[config.mk]
export PLATFORM = sky130hd
export DESIGN_NAME = shift_register
export DESIGN_NICKNAME = d
export VERILOG_FILES = /design/src/rtl/shift_register_pkg.sv /design/src/rtl/shift_register.sv
export SDC_FILE = /design/constraint.sdc
export NUM_CORES = 1
export LEC_CHECK = 0
export BUFFER_PORTS_ARGS = -buffer_cell sky130_fd_sc_hd__buf_2
export CAP_MARGIN = 20
export CORE_AREA = 2 2 39 41
export DETAILED_ROUTE_END_ITERATION = 6
export DIE_AREA = 0 0 41 43
export GPL_TIMING_DRIVEN = 0
export HOLD_SLACK_MARGIN = 0.06
export PLACE_DENSITY = 0.56
export SKIP_LAST_GASP = 1
export SLEW_MARGIN = 40
export SYNTH_ARGS = -nofsm -noshare
export SYNTH_HDL_FRONTEND = slang
export SYNTH_SLANG_ARGS = --single-unit
[constraint.sdc]
create_clock -name clk -period 1.55 [get_ports clk]
set_input_delay 0.31 -clock clk [delete_from_list [all_inputs] [get_ports clk]]
set_output_delay 0.31 -clock clk [all_outputs]
set_load 0.005 [all_outputs]
[src/rtl/shift_register_pkg.sv]
// Shared constants and data-word type for the SPI shift register.
// SR_DEFAULT_WIDTH sets the default register length.
package shift_register_pkg;

  localparam int SR_DEFAULT_WIDTH = 8;

  typedef logic [SR_DEFAULT_WIDTH-1:0] sr_word_t;

endpackage

[src/rtl/shift_register.sv]
// SIPO/PISO shift register advanced by a peripheral clock-edge strobe.
// Define SHIFTREG_LSB_FIRST_EN to shift LSB-first.
module shift_register
  import shift_register_pkg::*;
#(
  parameter int width = SR_DEFAULT_WIDTH
) (
  input  logic             clk,
  input  logic             reset,
  input  logic             peripheralClkEdge,
  input  logic             parallelLoad,
  input  logic [width-1:0] parallelDataIn,
  input  logic             serialDataIn,
  output logic [width-1:0] parallelDataOut,
  output logic             serialDataOut
);

  logic [width-1:0] mem_q;
  logic [width-1:0] mem_d;

  // Load wins over shift; nothing moves without the strobe.
  always_comb begin
    mem_d = mem_q;
    if (peripheralClkEdge) begin
      if (parallelLoad) begin
        mem_d = parallelDataIn;
      end else begin
`ifdef SHIFTREG_LSB_FIRST_EN
        mem_d = {serialDataIn, mem_q[width-1:1]};
`else
        mem_d = {mem_q[width-2:0], serialDataIn};
`endif
      end
    end
  end

  always_ff @(posedge clk) begin
    if (reset) begin
      mem_q <= '0;
    end else begin
      mem_q <= mem_d;
    end
  end

  assign parallelDataOut = mem_q;

`ifdef SHIFTREG_LSB_FIRST_EN
  assign serialDataOut = mem_q[0];
`else
  assign serialDataOut = mem_q[width-1];
`endif

endmodule

==> impl_metrics.tcl <==
set metrics [dict create \
    status "finished clean" \
    grt_overflow 0 \
    postSynthAreaPerCell_um2 10.2 \
    via_count 345 \
    crit_path_max_incr_delay_ns 0.32 \
    route.antenna.remaining_nets 0 \
    synth_top_cells_by_area "sky130_fd_sc_hd__dfxtp_1 (43%), sky130_fd_sc_hd__mux2i_1 (21%), sky130_fd_sc_hd__a211oi_1 (14%)" \
    seqPwrFrac_pct 48.9 \
    floorplan.io_pins 22 \
    cts_htree_levels 1 \
    remaining_drc_errors 0 \
    clkPwrFrac_pct 33.0 \
    synth_top_area_cell "sky130_fd_sc_hd__dfxtp_1" \
    timing.fmax_mhz 902 \
    critPathLaunchType "register" \
    largest_register_ffs 8 \
    final-seq-area_um2 160 \
    cts_resized 0 \
    initial_core_util_pct 27.2 \
    routed_wl_um 821 \
    synth_top_cell_area_share_pct 42.5 \
    tritoncts "yes" \
    number_of_post_cts_setup_repair_buffers 0 \
    worst_skew_pair.late_latency_ns 0.25 \
    portBuffers 18 \
    grt_usage_pct 10.5 \
    hold_viol 0 \
    fillerInstances 166 \
    cts-root-to-sink-buffers 2 \
    tightest_slew_ns 0.381 \
    layout_min_cycle_time_ns 1.11 \
    grt_setup_unrepaired "no" \
    p_sw_uw 116 \
    cts_num_sinks 8 \
    grt_pass1_wl_um 1170 \
    worst-endpoint-required_ns 1.24 \
    share_of_final_layout_standard_cells_stronger_than_drive_strength_1_pct 44.8 \
    p_leak_nw 0.253 \
    post_drt_wl_per_cell_um 11.1 \
    cell_internal_pwr_uw 357 \
    power.ir.vdd_worst_mv 0.331 \
    timing.final.max_slew_violations 0 \
    worst_setup_path_end_kind "output pin" \
    worst_ep_arrival_time_ns 0.80 \
    slew-limit-headroom_pct 74.6 \
    dieHeight_um 43 \
    initialDrtViolationCount 3 \
    synthToLayoutAreaGrowth_pct 35.2 \
    clock-skew-final_ns 0.00328 \
    synth_fp_nets 50 \
    min-delay-path-class "in2reg" \
    async_sr_flop_fraction_pct 0 \
    maxCapViolations 0 \
    critical-path-slowest-cell "sky130_fd_sc_hd__dfxtp_1" \
    grt_start_max_net_pins 11 \
    synthFlopType "sky130_fd_sc_hd__dfxtp_1" \
    synth.yosys.seq_area_share_pct 42.5 \
    power.combinational.fraction_pct 18.1 \
    path_buf_inv 2 \
    worst_setup_hold_path_clk_slew_ns 0.05 \
    first_global_vias 285 \
    synthesis.area_um2 377 \
    die_area_um2 1760 \
    synth_cell_types 8 \
    syn-instance-count 37 \
    path_cells "buf_4 > buf_2" \
    final_core_util_pct 36.8 \
    vias_per_cell 4.66 \
    hold_buffers 0 \
    ys.warnings.count 0 \
    yosys_register_bits 8 \
    coreArea_um2 1380 \
    globalplace.congestion 0.644 \
    fin_crit_sh_pct 71.5 \
    post_layout_total_power_uw 473 \
    nNetsFinal 73 \
    cts_root_buffer "sky130_fd_sc_hd__clkbuf_4" \
    path_max_fanout 3 \
    row_count 14 \
    path_delay_family "flip-flops" \
    setup_tns_ns 0 \
    first_pass_iters 2 \
    switching_share_pct 24.4 \
    power_per_cell_area_nw_per_um2 928 \
    antenna_cells 0 \
    synth_commonest_cells "sky130_fd_sc_hd__dfxtp_1 (8), sky130_fd_sc_hd__mux2i_1 (8), sky130_fd_sc_hd__nor2_1 (8)" \
    timing.final.setup_violations 0 \
    timing.setup.critical_path_class "reg2out" \
    initial_antenna_violation_count 0 \
    numCtsBuffers 3 \
    multi_input_area_um2 175 \
    synth_enable_flop_cells 0 \
    chipWidth_um 41 \
]
cells by family (layout without fill, tap and decap cells):
logic type      count (synthesis)  in the layout  synth area share, %
flops                           8              8                 42.5
compound gates                  8              8                 17.3
buf+inv                         5             26                 11.0
mux                             8              8                 21.3
simple gates                    8              8                 7.97
per-layer routing:
metal	GRT usage (%)	vias up	part of all wire (%)
met4	10.0	0	0.97
met1	14.0	153	46
li1	-	175	-
met5	0	-	0
met3	4.71	2	8.5
met2	11.6	15	45
path summary, 6_finish.rpt:
kind	start	slack (ns)	depth (start not counted)	endpoint
worst max-delay path	parallelDataOut[7]	0.44	2	parallelDataOut[7]
worst min-delay path	serialDataIn	0.40	3	parallelDataOut[0]
worst max register to register	parallelDataOut[4]	0.83	2	parallelDataOut[5]
worst min register to register	parallelDataOut[1]	0.50	2	parallelDataOut[1]
power by group through the flow:
stage,registers [mW],clock network (mW),logic [mW]
after global routing,0.233,0.177,0.0942
after floorplan,0.237,0,0.0506
after global placement,0.235,0,0.0855
final,0.231,0.156,0.0854
after detailed placement,0.236,0,0.0868
after CTS,0.231,0.164,0.0871
placed cells by master (no fill, tap or decap):
master,n
sky130_fd_sc_hd__a211oi_1,7
sky130_fd_sc_hd__a211oi_2,1
sky130_fd_sc_hd__buf_1,1
sky130_fd_sc_hd__buf_2,18
sky130_fd_sc_hd__buf_4,2
sky130_fd_sc_hd__buf_6,2
sky130_fd_sc_hd__clkbuf_4,3
sky130_fd_sc_hd__dfxtp_1,8
sky130_fd_sc_hd__mux2i_1,8
sky130_fd_sc_hd__nor2_1,8
worst reg2reg max path, delay by kind of cell, from the launching register on:
family          cells  cell delay (ns)
flops               1             0.35
compound gates      1             0.21
mux                 1             0.09
metrics by stage:
step	std cells	hold WS [ns]	setup slack [ns]	cell area, um2
6_report	74	0.397	0.442	509
5_1_grt	74	0.399	0.404	509
4_1_cts	74	0.393	0.433	509
3_5_place_dp	71	0.493	0.633	487
3_3_place_gp	71	0.489	0.639	487
2_1_floorplan	37	0.490	0.682	377
area by class of cell:
class                   instances  area share [%]
plain buffers                   5            8.11
clock buffers                   3            4.42
multi-input cells              24            34.4
flip-flops and latches          8            31.4
well taps                      16            3.93
repair buffers                 18            17.7
No activity file was read; power rests on OpenSTA's default activity.
